$ cat src/rtl/ssp_slave_port_if.sv
// ssp_slave_port_if
//  Bundles the CPU bus and the SSP serial pins of the SSP slave endpoint.
//  Signals:
//   PSEL, PWRITE, PWDATA[N]   bus select, direction (1=write TX FIFO), write data
//   PRDATA[N]                 RX FIFO head, 0 when empty
//   SSPCLKIN, SSPFSSIN        serial clock and frame sync from the remote master
//   SSPRXD / SSPTXD           serial data in / out, MSB first
//   SSPOE_B                   active-low TX pad enable
//   SSPTXINTR, SSPRXINTR      TX FIFO full, RX FIFO not empty
//   SSPRXOVR                  sticky RX overrun
//  Modports: slave (the endpoint), master (bus/pin driver side).
`timescale 1ns/1ps
interface ssp_slave_port_if #(
  parameter int N = 8
);
  logic         PSEL;
  logic         PWRITE;
  logic [N-1:0] PWDATA;
  logic [N-1:0] PRDATA;
  logic         SSPCLKIN;
  logic         SSPFSSIN;
  logic         SSPRXD;
  logic         SSPTXD;
  logic         SSPOE_B;
  logic         SSPTXINTR;
  logic         SSPRXINTR;
  logic         SSPRXOVR;

  modport slave (
    input  PSEL, PWRITE, PWDATA, SSPCLKIN, SSPFSSIN, SSPRXD,
    output PRDATA, SSPTXD, SSPOE_B, SSPTXINTR, SSPRXINTR, SSPRXOVR
  );

  modport master (
    output PSEL, PWRITE, PWDATA, SSPCLKIN, SSPFSSIN, SSPRXD,
    input  PRDATA, SSPTXD, SSPOE_B, SSPTXINTR, SSPRXINTR, SSPRXOVR
  );
endinterface

$ cat src/rtl/ssp_slave_port.sv
// ssp_slave_port
//  TI-format SSP slave endpoint. Oversamples the remote master's serial clock,
//  frame sync and data on PCLK, de-serialises N-bit frames into an RX FIFO and
//  at the same time serialises TX FIFO words onto SSPTXD. The CPU pushes the TX
//  FIFO and pops the RX FIFO through the PSEL/PWRITE bus.
//  Ports:
//   PCLK   sole clock, rising edge
//   CLEAR  synchronous active-high reset
//   bus    ssp_slave_port_if.slave (bus signals, serial pins, status flags)
`timescale 1ns/1ps
module ssp_slave_port #(
  parameter int N     = 8,
  parameter int DEPTH = 4
) (
  input logic              PCLK,
  input logic              CLEAR,
  ssp_slave_port_if.slave  bus
);

  localparam int AW = $clog2(DEPTH);
  localparam int CW = AW + 1;
  localparam int BW = (N > 1) ? $clog2(N) : 1;

  typedef enum logic {IDLE, SHIFT} state_t;

  state_t          state_q, state_d;
  logic [2:0]      sclk_sync;
  logic [1:0]      fss_sync;
  logic [1:0]      rxd_sync;
  logic            fe, re, fss, rxd;
  logic [BW-1:0]   bit_cnt;
  logic [N-1:0]    tx_sh;
  logic [N-2:0]    rx_sh;
  logic [N-1:0]    rx_next;
  logic [N-1:0]    rx_word;
  logic            rx_pend;
  logic            oe_b;
  logic            ovr;

  logic            frame_start, last_bit, reload, shift_tx, release_pad;

  logic [N-1:0]    tx_mem [DEPTH];
  logic [AW-1:0]   tx_wr, tx_rd;
  logic [CW-1:0]   tx_count;
  logic [N-1:0]    rx_mem [DEPTH];
  logic [AW-1:0]   rx_wr, rx_rd;
  logic [CW-1:0]   rx_count;

  logic            tx_push, tx_pop, rx_push, rx_pop, rx_drop;
  logic            tx_full, rx_full, rx_empty;

  // Two flops resynchronise each pin; the third clock stage only exists to
  // detect edges, so fss/rxd line up with the strobe that samples them.
  always_ff @(posedge PCLK) begin
    if (CLEAR) begin
      sclk_sync <= '0;
      fss_sync  <= '0;
      rxd_sync  <= '0;
    end else begin
      sclk_sync <= {sclk_sync[1:0], bus.SSPCLKIN};
      fss_sync  <= {fss_sync[0], bus.SSPFSSIN};
      rxd_sync  <= {rxd_sync[0], bus.SSPRXD};
    end
  end

  assign fe      = sclk_sync[2] & ~sclk_sync[1];
  assign re      = ~sclk_sync[2] & sclk_sync[1];
  assign fss     = fss_sync[1];
  assign rxd     = rxd_sync[1];
  assign rx_next = {rx_sh, rxd};

  assign tx_full  = (tx_count == CW'(DEPTH));
  assign rx_full  = (rx_count == CW'(DEPTH));
  assign rx_empty = (rx_count == '0);

  // Frame sequencing. reload marks every point where a new TX word enters
  // the shifter: a fresh frame from IDLE or a back-to-back continuation.
  // A rising edge in IDLE retires the pad after the last bit was held.
  always_comb begin
    state_d     = state_q;
    frame_start = 1'b0;
    last_bit    = 1'b0;
    reload      = 1'b0;
    shift_tx    = 1'b0;
    release_pad = 1'b0;
    case (state_q)
      IDLE: begin
        if (fe && fss) begin
          state_d     = SHIFT;
          frame_start = 1'b1;
          reload      = 1'b1;
        end else if (re) begin
          release_pad = 1'b1;
        end
      end
      SHIFT: begin
        if (fe) begin
          if (bit_cnt == BW'(N - 1)) begin
            last_bit = 1'b1;
            if (fss) reload = 1'b1;
            else     state_d = IDLE;
          end
        end else if (re && bit_cnt != '0) begin
          shift_tx = 1'b1;
        end
      end
      default: state_d = IDLE;
    endcase
  end

  // FIFO handshakes; a full FIFO still accepts a push when it pops that cycle.
  always_comb begin
    tx_pop  = reload && (tx_count != '0);
    tx_push = bus.PSEL && bus.PWRITE && (!tx_full || tx_pop);
    rx_pop  = bus.PSEL && !bus.PWRITE && !rx_empty;
    rx_push = rx_pend && (!rx_full || rx_pop);
    rx_drop = rx_pend && rx_full && !rx_pop;
  end

  // Serial datapath and flags. The received word is held one cycle in
  // rx_word so the FIFO push lands one PCLK after the completing edge.
  always_ff @(posedge PCLK) begin
    if (CLEAR) begin
      state_q <= IDLE;
      bit_cnt <= '0;
      tx_sh   <= '0;
      rx_sh   <= '0;
      rx_word <= '0;
      rx_pend <= 1'b0;
      oe_b    <= 1'b1;
      ovr     <= 1'b0;
    end else begin
      state_q <= state_d;
      rx_pend <= last_bit;
      if (reload || last_bit) begin
        bit_cnt <= '0;
      end else if (state_q == SHIFT && fe) begin
        bit_cnt <= bit_cnt + BW'(1);
      end
      if (state_q == SHIFT && fe) begin
        rx_sh <= rx_next[N-2:0];
      end
      if (last_bit) begin
        rx_word <= rx_next;
      end
      if (reload) begin
        tx_sh <= tx_pop ? tx_mem[tx_rd] : '0;
        oe_b  <= 1'b0;
      end else if (shift_tx) begin
        tx_sh <= {tx_sh[N-2:0], 1'b0};
      end else if (release_pad) begin
        tx_sh <= '0;
        oe_b  <= 1'b1;
      end
      if (rx_drop) begin
        ovr <= 1'b1;
      end
    end
  end

  // FIFO storage needs no reset; the counts decide what is valid.
  always_ff @(posedge PCLK) begin
    if (tx_push) tx_mem[tx_wr] <= bus.PWDATA;
    if (rx_push) rx_mem[rx_wr] <= rx_word;
  end

  // FIFO pointers and occupancy counts.
  always_ff @(posedge PCLK) begin
    if (CLEAR) begin
      tx_wr    <= '0;
      tx_rd    <= '0;
      tx_count <= '0;
      rx_wr    <= '0;
      rx_rd    <= '0;
      rx_count <= '0;
    end else begin
      if (tx_push) tx_wr <= tx_wr + AW'(1);
      if (tx_pop)  tx_rd <= tx_rd + AW'(1);
      if (tx_push && !tx_pop)      tx_count <= tx_count + CW'(1);
      else if (!tx_push && tx_pop) tx_count <= tx_count - CW'(1);
      if (rx_push) rx_wr <= rx_wr + AW'(1);
      if (rx_pop)  rx_rd <= rx_rd + AW'(1);
      if (rx_push && !rx_pop)      rx_count <= rx_count + CW'(1);
      else if (!rx_push && rx_pop) rx_count <= rx_count - CW'(1);
    end
  end

  assign bus.SSPTXD    = tx_sh[N-1];
  assign bus.SSPOE_B   = oe_b;
  assign bus.SSPTXINTR = tx_full;
  assign bus.SSPRXINTR = !rx_empty;
  assign bus.SSPRXOVR  = ovr;
  assign bus.PRDATA    = rx_empty ? '0 : rx_mem[rx_rd];

endmodule
$ cat src/flat_wrapper.sv
// flat-port wrapper written by rule: the top's interface ports become plain ports
module ssp_slave_port_flat 
#(
  parameter int N     = 8,
  parameter int DEPTH = 4
)
  (PCLK, CLEAR, bus_PSEL, bus_PWRITE, bus_PWDATA, bus_SSPCLKIN, bus_SSPFSSIN, bus_SSPRXD, bus_PRDATA, bus_SSPTXD, bus_SSPOE_B, bus_SSPTXINTR, bus_SSPRXINTR, bus_SSPRXOVR);
  ssp_slave_port_if #(.N(N)) bus_i ();
  input logic PCLK;
  input logic CLEAR;
  input wire logic [$bits(bus_i.PSEL)-1:0] bus_PSEL;
  input wire logic [$bits(bus_i.PWRITE)-1:0] bus_PWRITE;
  input wire logic [$bits(bus_i.PWDATA)-1:0] bus_PWDATA;
  input wire logic [$bits(bus_i.SSPCLKIN)-1:0] bus_SSPCLKIN;
  input wire logic [$bits(bus_i.SSPFSSIN)-1:0] bus_SSPFSSIN;
  input wire logic [$bits(bus_i.SSPRXD)-1:0] bus_SSPRXD;
  output wire logic [$bits(bus_i.PRDATA)-1:0] bus_PRDATA;
  output wire logic [$bits(bus_i.SSPTXD)-1:0] bus_SSPTXD;
  output wire logic [$bits(bus_i.SSPOE_B)-1:0] bus_SSPOE_B;
  output wire logic [$bits(bus_i.SSPTXINTR)-1:0] bus_SSPTXINTR;
  output wire logic [$bits(bus_i.SSPRXINTR)-1:0] bus_SSPRXINTR;
  output wire logic [$bits(bus_i.SSPRXOVR)-1:0] bus_SSPRXOVR;
  assign bus_i.PSEL = bus_PSEL;
  assign bus_i.PWRITE = bus_PWRITE;
  assign bus_i.PWDATA = bus_PWDATA;
  assign bus_i.SSPCLKIN = bus_SSPCLKIN;
  assign bus_i.SSPFSSIN = bus_SSPFSSIN;
  assign bus_i.SSPRXD = bus_SSPRXD;
  assign bus_PRDATA = bus_i.PRDATA;
  assign bus_SSPTXD = bus_i.SSPTXD;
  assign bus_SSPOE_B = bus_i.SSPOE_B;
  assign bus_SSPTXINTR = bus_i.SSPTXINTR;
  assign bus_SSPRXINTR = bus_i.SSPRXINTR;
  assign bus_SSPRXOVR = bus_i.SSPRXOVR;
  ssp_slave_port #(.N(N), .DEPTH(DEPTH)) u_core (.PCLK(PCLK), .CLEAR(CLEAR), .bus(bus_i));
endmodule
$ cat config.mk
export PLATFORM = sky130hd
export DESIGN_NAME = ssp_slave_port_flat
export DESIGN_NICKNAME = d
export VERILOG_FILES = /design/src/rtl/ssp_slave_port_if.sv /design/src/rtl/ssp_slave_port.sv /design/src/flat_wrapper.sv
export SDC_FILE = /design/constraint.sdc
export NUM_CORES = 1
export LEC_CHECK = 0
export CELL_PAD_IN_SITES_DETAIL_PLACEMENT = 0
export CELL_PAD_IN_SITES_GLOBAL_PLACEMENT = 1
export CORE_MARGIN = 5
export CORE_UTILIZATION = 35
export CTS_BUF_LIST = sky130_fd_sc_hd__clkbuf_16
export DETAILED_ROUTE_END_ITERATION = 8
export DONT_BUFFER_PORTS = 1
export PLACE_DENSITY = 0.56
export SKIP_LAST_GASP = 1
export SLEW_MARGIN = 20
export SYNTH_ARGS = -nofsm -noshare
export SYNTH_HDL_FRONTEND = slang
export SYNTH_SLANG_ARGS = --single-unit
$ cat constraint.sdc
create_clock -name PCLK -period 2.8 [get_ports PCLK]
set_clock_uncertainty 0.2 [all_clocks]
set_input_delay 0.56 -clock PCLK [delete_from_list [all_inputs] [get_ports PCLK]]
set_output_delay 0.56 -clock PCLK [all_outputs]
set_load 0.05 [all_outputs]
==> results.tsv, run 1 <==
stage	metric	value	unit
outcome	status	finished, final reports clean	
synthesis	avgSynthCellArea	13.59	um2
routing	routedWlPerCell	15.99	um
synthesis	ys.flop_type	edfxtp_1	
setup_path	ff2ff_setup_slack	0.15	ns
clock_tree	cts.path.max_buffers	2	
flow_run	maxCapViolCount	0	
synthesis	synth_nets	378	
die	start_util	0.3571	
clock_tree	path_clk_slew	0.05	ns
cells_and_area	n_antenna_cell	0	
synthesis	synth-seq-cells	119	
die	die-area	15940	um2
synthesis	synth_area_leaders	edfxtp_1 41%, dfxtp_1 23%, mux4_2 7.6%	
cells_and_area	multiInputGateArea	1592	um2
synthesis	syn_area	4730	um2
synthesis	synth_top_area_cell	edfxtp_1	
setup_path	cp_max_fo	7	
sta	drv_slew	0	
sta	min_period	2.651	ns
setup_path	crit_buf_inv	1	
place	dp.cells	513	
clock_tree	cts_setup_buffers	0	
synthesis	yosys.area.top_type_share	0.4063	
clock_tree	cts-root-buf	clkbuf_16	
setup_path	arrival	2.79	ns
synthesis	synth_edf_count	64	
synthesis	ys_types	43	
place	place_congestion	0.7148	
global_route	track_usage	0.1232	
place	dpl.hpwl	5534	um
clock_tree	htreeDepth	4	
cells_and_area	stdcell_count	555	
routing	dr.pass1.iters	4	
die	core_area	13240	um2
setup_path	slowest_delay	0.37	ns
global_route	grt-ovfl-total	0	
synthesis	synth_seq_area_share	0.6392	
sta	hold_violations	0	
cells_and_area	nFillCells	1255	
clock_tree	clkLatencyLatePin	0.41	ns
sta	finalCritPeriodShare	0.9468	
cells_and_area	regArea	3023	um2
setup_path	r2r_end	u_core.tx_count[2]	
synthesis	yosysWarnings	0	
setup_path	rr_startpoint	u_core.bit_cnt[1]	
die	ioPinCount	28	
routing	ant_nets	0	
place	portBuffers	0	
cells_and_area	nNetsFinal	396	
global_route	grt_max_degree	38	
power_and_ir_drop	total_power	3.946	mW
setup_path	crit_top_cell	ha_1	
global_route	grt_pass1_wl	14750	um
power_and_ir_drop	ir_drop	427.8	uV
sta	tns	0	ns
setup_path	ff2ff_path_depth	11	
clock_tree	cts_buffers	17	
die	dieHeight	126.2	um
sta	whs	0.03287	ns
routing	viasPerCell	4.705	
global_route	antenna_found_initial	0	
setup_path	crit_path_cell_trace	ha_1 -> ha_2 -> nor2b_4 -> nor2_4 -> o211a_4 -> ha_1 -> inv_1 -> fa_1 -> xor2_1 -> or3_1 -> a21oi_1	
cells_and_area	area_delta_synth_final	17.35	%
hold_path	min_from	CLEAR	
routing	vias	2611	
sta	rsz0062_at_grt	no	
setup_path	start_kind	flop	
setup_path	cp_slowest_cell	fa_1	
setup_path	crit_path_end_kind	flop	
setup_path	required	2.94	ns
clock_tree	clock-sinks	119	
hold_path	hold_depth	1	
routing	dr.first_iter.drc_count	95	
routing	finalWirelength	8874	um
setup_path	cpLargestDelayFamily	adder cells	
global_route	grt_pass1_vias	2697	
sta	report.final.setup_viol	0	
synthesis	syn_inst	348	
hold_path	hp-class	in -> reg	
cells_and_area	final_util	0.4191	
sta	max_freq	377.2	MHz
sta	worst-slew-pin-transition	0.6180	ns
die	num_rows	42	
routing	drc	0	
hold_path	min_to	u_core.rx_word[7]	
setup_path	crit_type	reg -> reg	
power_and_ir_drop	p_per_area	710.9	nW/um2
power_and_ir_drop	leakagePower	1.915	nW
synthesis	synthArstFlopShare	0	
die	die_w	126.2	um
cells_and_area	drive_gt1_frac	0.1583	
clock_tree	cts_tree	yes	
sta	slew-limit-headroom	0.5880	
cell usage in the layout (no fill, tap or decap), types with 3 or more instances in the layout:
cell,instances
nand2b_1,4
or3_1,3
and2_1,16
nor2b_1,9
buf_4,4
nor3_1,8
xor2_1,6
nand2_1,30
xnor2_1,4
dfxtp_1,55
clkinvlp_4,5
clkbuf_16,17
clkinv_2,3
nand3_1,11
edfxtp_1,64
mux2i_1,4
mux4_2,16
inv_1,13
nor2_1,29
a21oi_1,20
ha_1,12
clkinv_1,3
a221oi_1,6
dlygate4sd3_1,10
state kept, by name, summed over array words and instances, names as in the netlist, named ones only:
signal	count
u_core.tx_rd	2
u_core.bus.SSPRXOVR	1
u_core.tx_mem	32
u_core.bit_cnt	3
u_core.tx_wr	2
u_core.rx_count	3
u_core.fss_sync	2
u_core.rx_mem	32
u_core.rx_rd	2
u_core.tx_count	3
u_core.sclk_sync	3
u_core.rx_sh	7
u_core.state_q	1
u_core.rxd_sync	2
u_core.rx_wr	2
u_core.rx_word	8
u_core.tx_sh	8
u_core.bus.SSPOE_B	1
u_core.rx_pend	1
kinds of logic (layout without fill, tap and decap cells):
kind of cell               after synthesis  after routing  synth area share
muxes                                   21             21           0.08783
and+or+nand+nor                        120            120            0.1336
adders and majority gates               15             15           0.04286
buffers and inverters                   27             58           0.02592
AOI/OAI and AO/OA                       36             36           0.05212
xor gates and xnor gates                10             10           0.01852
DFF                                    119            119            0.6392
cell type report:
type	count	area share
sequential	119	0.5446
multi-input combinational	202	0.2867
clock buffer	17	0.07665
tap	176	0.03968
timing repair buffer	14	0.02344
clock inverter	15	0.02074
inverter	12	0.008115
synthesized netlist by cell type, types with 6 or more instances:
library cell,number
clkbuf_1,9
nor2b_1,9
edfxtp_1,64
ha_1,13
nor3_1,8
mux4_2,16
nand3_1,11
and2_1,16
nor2_1,29
nand2_1,30
a21oi_1,20
xor2_1,6
dfxtp_1,55
a221oi_1,6
inv_1,12
worst max path at each step:
stage | startpoint | slack (ns) | cells past startpoint | end
floorplan | u_core.bit_cnt[1] | 0.28 | 11 | u_core.tx_count[2]
global placement | u_core.bit_cnt[1] | 0.16 | 11 | u_core.tx_count[2]
detailed placement | u_core.bit_cnt[1] | 0.07 | 11 | u_core.tx_count[2]
CTS | u_core.bit_cnt[1] | 0.04 | 11 | u_core.tx_count[2]
global route | u_core.bit_cnt[1] | 0.009 | 11 | u_core.tx_count[2]
finish | u_core.bit_cnt[1] | 0.15 | 11 | u_core.tx_count[2]
repair_timing:
item | CTS | global route
hold buffers | 9 | 1
endpoints found under the setup margin | 0 | 1
resized for setup | 0 | 2
endpoints found under the hold margin | 12 | 1
routing by layer:
metal | GRT usage | wire length [um]
met2 | 0.1853 | 4260
met3 | 0.04657 | 316
met5 | 0 | 0
met4 | 0.06057 | 136
met1 | 0.1564 | 4160
worst reg2reg max path, cell delays in order, from the launching register on:
cell     delay [ns]
dfxtp_1        0.36
ha_1           0.17
ha_2           0.23
nor2b_4        0.08
nor2_4         0.12
o211a_4        0.22
ha_1           0.18
inv_1          0.06
fa_1           0.37
xor2_1         0.16
or3_1          0.30
a21oi_1        0.14
through the flow:
step,setup slack (ns),instance area (um2)
finish,0.1490,5550
global route,0.009237,5550
CTS,0.04431,5533
detailed placement,0.06723,4902
global placement,0.1560,4902
floorplan,0.2766,4730
report_power, final:
part / switching [mW] / internal, mW
Sequential: 0.0193 / 1.86
Clock: 0.758 / 1.20
Combinational: 0.0602 / 0.0489
Total: 0.838 / 3.11
(Power assumes the default switching activity.)
==> inputs of run 2 (changes only) <==
- PLACE_DENSITY: 0.56 -> 0.64
==> results.tsv, run 2 (synthesis results as in run 1) <==
stage	metric	value	unit
outcome	status	finished, final reports clean	
sta	report.final.setup_viol	0	
die	die_w	126.2	um
routing	drc	0	
cells_and_area	final_util	0.4192	
sta	min_period	2.590	ns
global_route	grt_pass1_vias	2668	
routing	dr.pass1.iters	4	
routing	ant_nets	0	
routing	viasPerCell	4.706	
routing	finalWirelength	7934	um
cells_and_area	final_common_cell	edfxtp_1	
setup_path	crit_path_start	u_core.bit_cnt[1]	
cells_and_area	stdcell_count	545	
power_and_ir_drop	p_per_area	764.9	nW/um2
sta	slew-limit-headroom	0.5846	
setup_path	crit_path_end_kind	flop	
hold_path	hold_depth	1	
global_route	grt_max_degree	54	
global_route	antenna_found_initial	0	
setup_path	arrival	2.73	ns
setup_path	cp_max_fo	7	
setup_path	ff2ff_setup_slack	0.21	ns
sta	hold_violations	0	
clock_tree	path_clk_slew	0.06	ns
die	ioPinCount	28	
global_route	grt_pass1_wl	13370	um
clock_tree	cts-root-buf	clkbuf_16	
place	place_congestion	0.7044	
cells_and_area	drive_gt1_frac	0.1734	
clock_tree	cts_buffers	17	
setup_path	ff2ff_path_depth	11	
sta	tns	0	ns
setup_path	required	2.94	ns
die	die-area	15940	um2
flow_run	maxCapViolCount	0	
cells_and_area	area_delta_synth_final	17.38	%
sta	drv_slew	0	
sta	rsz0062_at_grt	no	
power_and_ir_drop	leakagePower	1.918	nW
clock_tree	htreeDepth	4	
setup_path	rr_startpoint	u_core.bit_cnt[1]	
sta	finalCritPeriodShare	0.9248	
setup_path	crit_type	reg -> reg	
clock_tree	clock-sinks	119	
die	num_rows	42	
die	start_util	0.3571	
power_and_ir_drop	ir_drop	407.0	uV
cells_and_area	mostFrequentLayoutCells	64 x edfxtp_1, 55 x dfxtp_1, 30 x nand2_1	
sta	max_freq	386.2	MHz
clock_tree	cts.path.max_buffers	2	
place	dp.cells	513	
place	portBuffers	0	
cells_and_area	nNetsFinal	386	
cells_and_area	n_antenna_cell	0	
place	dpl.hpwl	5224	um
routing	routedWlPerCell	14.56	um
cells_and_area	reg_top3	u_core.rx_mem (32), u_core.tx_mem (32)	
clock_tree	cts_tree	yes	
hold_path	min_from	CLEAR	
setup_path	start_kind	flop	
routing	vias	2565	
global_route	grt-ovfl-total	0	
sta	worst-slew-pin-transition	0.6231	ns
routing	dr.first_iter.drc_count	148	
clock_tree	clkLatencyLatePin	0.41	ns
die	dieHeight	126.2	um
hold_path	hp-class	in -> reg	
die	core_area	13240	um2
global_route	track_usage	0.1079	
run 2: cell count changes in the layout (fill, tap and decap cells not counted), sizes merged:
| cell | previous run | this run |
|---|---|---|
| dlygate4sd3 | 10 | 0 |
| clkinv | 8 | 5 |
| clkinvlp | 5 | 3 |
| inv | 13 | 15 |
| bufinv | 1 | 4 |
run 2: worst max-delay path, cell delays in order, from the launching register on:
cell and delay [ns]:
dfxtp_1 0.35, ha_2 0.20, ha_4 0.16, nor2b_4 0.07, nor2_4 0.11, o211a_4 0.22
ha_1 0.19, inv_1 0.06, fa_1 0.37, xor2_1 0.16, or3_1 0.31, a21oi_1 0.14
run 2: layout make-up:
type / count / area [um2]
fillers: 1235 / 7691
flip-flops and latches: 119 / 3023
multi-input cells: 202 / 1604
clock buffers: 17 / 425.4
well taps: 176 / 220.2
clock inverters: 15 / 203.9
inverters: 12 / 45.04
repair buffers: 4 / 30.03
run 2: stage by stage:
step / worst slack (ns) / power (mW) / instance area, um2 / hold WS [ns]
2_1_floorplan: 0.2766 / 1.996 / 4730 / 0.2138
3_3_place_gp: 0.1789 / 2.003 / 4902 / 0.2412
3_5_place_dp: 0.06644 / 2.006 / 4902 / 0.2371
4_1_cts: 0.06068 / 4.296 / 5532 / 0.002657
5_1_grt: 0.04407 / 4.390 / 5552 / 0.004213
6_report: 0.2104 / 4.247 / 5552 / 0.02711
run 2: path summary, 6_finish.rpt:
| check | endpoint |
|---|---|
| max | u_core.tx_count[2] |
| min | u_core.tx_count[2] |
| max reg2reg | u_core.tx_count[2] |
| min reg2reg | u_core.fss_sync[1] |
run 2: power by group:
part	internal (mW)	switching, mW
logic	0.0395	0.0503
clock network	1.49	0.785
registers	1.86	0.0194
total	3.39	0.855
run 2: repair_timing:
item,CTS,global route
buffers inserted,0,0
hold buffers,0,0
setup endpoints to repair,0,1
resized for setup,0,4
run 2: routing by layer:
layer / wire (um) / up-vias / global-route usage
met2: 3943 / 47 / 0.1762
li1: - / 1265 / -
met5: 0 / - / 0
met1: 3448 / 1244 / 0.1221
met3: 443 / 9 / 0.04996
met4: 99 / 0 / 0.04543
==> inputs of run 3 (changes only) <==
- CORE_UTILIZATION: 35 -> 52
- PLACE_DENSITY: 0.64 -> 0.86
==> results.tsv, run 3 (synthesis results as in run 1) <==
stage	metric	value	unit
outcome	status	finished, final reports clean	
clock_tree	cts_tree	yes	
setup_path	arrival	2.79	ns
cells_and_area	reg_top3	u_core.rx_mem (32), u_core.tx_mem (32)	
routing	routedWlPerCell	16.30	um
hold_path	hp-class	in -> reg	
global_route	grt_pass1_wl	13380	um
sta	min_period	2.651	ns
cells_and_area	mostFrequentLayoutCells	64 x edfxtp_1, 55 x dfxtp_1, 30 x nand2_1	
sta	hold_violations	0	
cells_and_area	drive_gt1_frac	0.1707	
setup_path	crit_path_end_kind	flop	
power_and_ir_drop	leakagePower	1.886	nW
die	die-area	11100	um2
setup_path	ff2ff_setup_slack	0.15	ns
routing	drc	0	
power_and_ir_drop	ir_drop	932.8	uV
die	dieHeight	105.4	um
sta	tns	0	ns
place	portBuffers	0	
clock_tree	cts-root-buf	clkbuf_16	
die	start_util	0.5371	
setup_path	ff2ff_path_depth	11	
clock_tree	clock-sinks	119	
cells_and_area	area_delta_synth_final	13.68	%
clock_tree	ctsHoldBuffers	0	
sta	worst-slew-pin-transition	0.5990	ns
routing	ant_nets	0	
setup_path	slowest_delay	0.38	ns
setup_path	crit_top_cell	ha_1	
routing	dr.pass1.iters	4	
routing	vias	2593	
flow_run	maxCapViolCount	0	
place	dpl.hpwl	5001	um
setup_path	r2r_end	u_core.tx_count[2]	
routing	dr.first_iter.drc_count	98	
cells_and_area	final_common_cell	edfxtp_1	
sta	drv_slew	0	
power_and_ir_drop	p_per_area	739.3	nW/um2
setup_path	rr_startpoint	u_core.bit_cnt[1]	
setup_path	required	2.94	ns
sta	finalCritPeriodShare	0.9467	
clock_tree	cts_setup_buffers	0	
setup_path	cp_max_fo	7	
die	ioPinCount	28	
die	die_w	105.4	um
setup_path	cp_slowest_cell	fa_1	
setup_path	crit_type	reg -> reg	
clock_tree	clkLatencyLatePin	0.41	ns
routing	viasPerCell	5.436	
clock_tree	cts_resized	0	
place	place_congestion	0.7488	
clock_tree	cts.path.max_buffers	2	
cells_and_area	n_antenna_cell	0	
global_route	track_usage	0.1561	
sta	rsz0062_at_grt	no	
die	core_area	8806	um2
sta	max_freq	377.3	MHz
clock_tree	cts_buffers	17	
cells_and_area	nNetsFinal	386	
setup_path	crit_end	u_core.tx_count[2]	
die	num_rows	34	
sta	whs	0.02601	ns
global_route	grt_max_degree	54	
global_route	grt_pass1_vias	2694	
sta	report.final.setup_viol	0	
routing	finalWirelength	7773	um
global_route	grt-ovfl-total	0	
clock_tree	htreeDepth	4	
sta	slew-limit-headroom	0.6007	
power_and_ir_drop	total_power	3.975	mW
setup_path	start_kind	flop	
setup_path	crit_path_cell_trace	ha_1 -> ha_2 -> nor2b_4 -> nor2_2 -> o211a_4 -> ha_1 -> inv_1 -> fa_1 -> xor2_1 -> or3_1 -> a21oi_1	
clock_tree	path_clk_slew	0.05	ns
global_route	antenna_found_initial	0	
setup_path	crit_path_start	u_core.bit_cnt[1]	
==> run 3: final cells by class <==
type	count	area, um2
clock buffer	17	425.4
timing repair buffer	4	30.03
tap	108	135.1
clock inverter	15	131.4
inverter	12	45.04
fill	664	3430
multi-input combinational	202	1587
sequential	119	3023
==> run 3: worst max-delay path: cells and delay by family, from the launching register on <==
| family | cells | cell delay [ns] |
|---|---|---|
| flip-flops | 1 | 0.35 |
| buffers and inverters | 1 | 0.06 |
| AO/OA/AOI/OAI | 2 | 0.36 |
| adder cells (fa/ha/maj) | 4 | 0.95 |
| XOR/XNOR | 1 | 0.16 |
| AND/OR/NAND/NOR | 3 | 0.52 |
==> run 3: report_power, final <==
group	internal [mW]	switching [mW]	leakage, nW
clock network	1.22	0.784	0.267
registers	1.86	0.0201	1.03
logic	0.0402	0.0506	0.586
total	3.12	0.855	1.89
==> run 3: per-layer routing <==
| layer | part of all wire | global-route usage | up-vias |
|---|---|---|---|
| met4 | 0.014 | 0.06467 | 0 |
| met2 | 0.53 | 0.2632 | 44 |
| met5 | 0 | 0 | - |
| met1 | 0.42 | 0.1803 | 1272 |
| li1 | - | - | 1266 |
| met3 | 0.036 | 0.05685 | 11 |
==> run 3: worst min-delay path by stage <==
stage                            start            endpoint  slack [ns]  depth (start not counted)
detailed placement  u_core.rxd_sync[0]  u_core.rxd_sync[1]        0.22                          1
finish                           CLEAR  u_core.rxd_sync[0]        0.03                          1
global route                     CLEAR  u_core.rx_count[2]       0.003                          1
CTS                              CLEAR  u_core.rx_count[2]       0.007                          1
global placement    u_core.fss_sync[0]  u_core.fss_sync[1]        0.23                          1
floorplan           u_core.fss_sync[0]  u_core.fss_sync[1]        0.21                          1
==> run 3: metrics by stage <==
step | util | std cells | setup slack, ns | instance area, um2
6_report | 0.6105 | 477 | 0.1493 | 5376
5_1_grt | 0.6105 | 477 | 0.001698 | 5376
4_1_cts | 0.6103 | 477 | 0.09351 | 5374
3_5_place_dp | 0.5470 | 445 | 0.1058 | 4817
3_3_place_gp | 0.5470 | 445 | 0.2003 | 4817
2_1_floorplan | - | 348 | 0.2766 | 4730
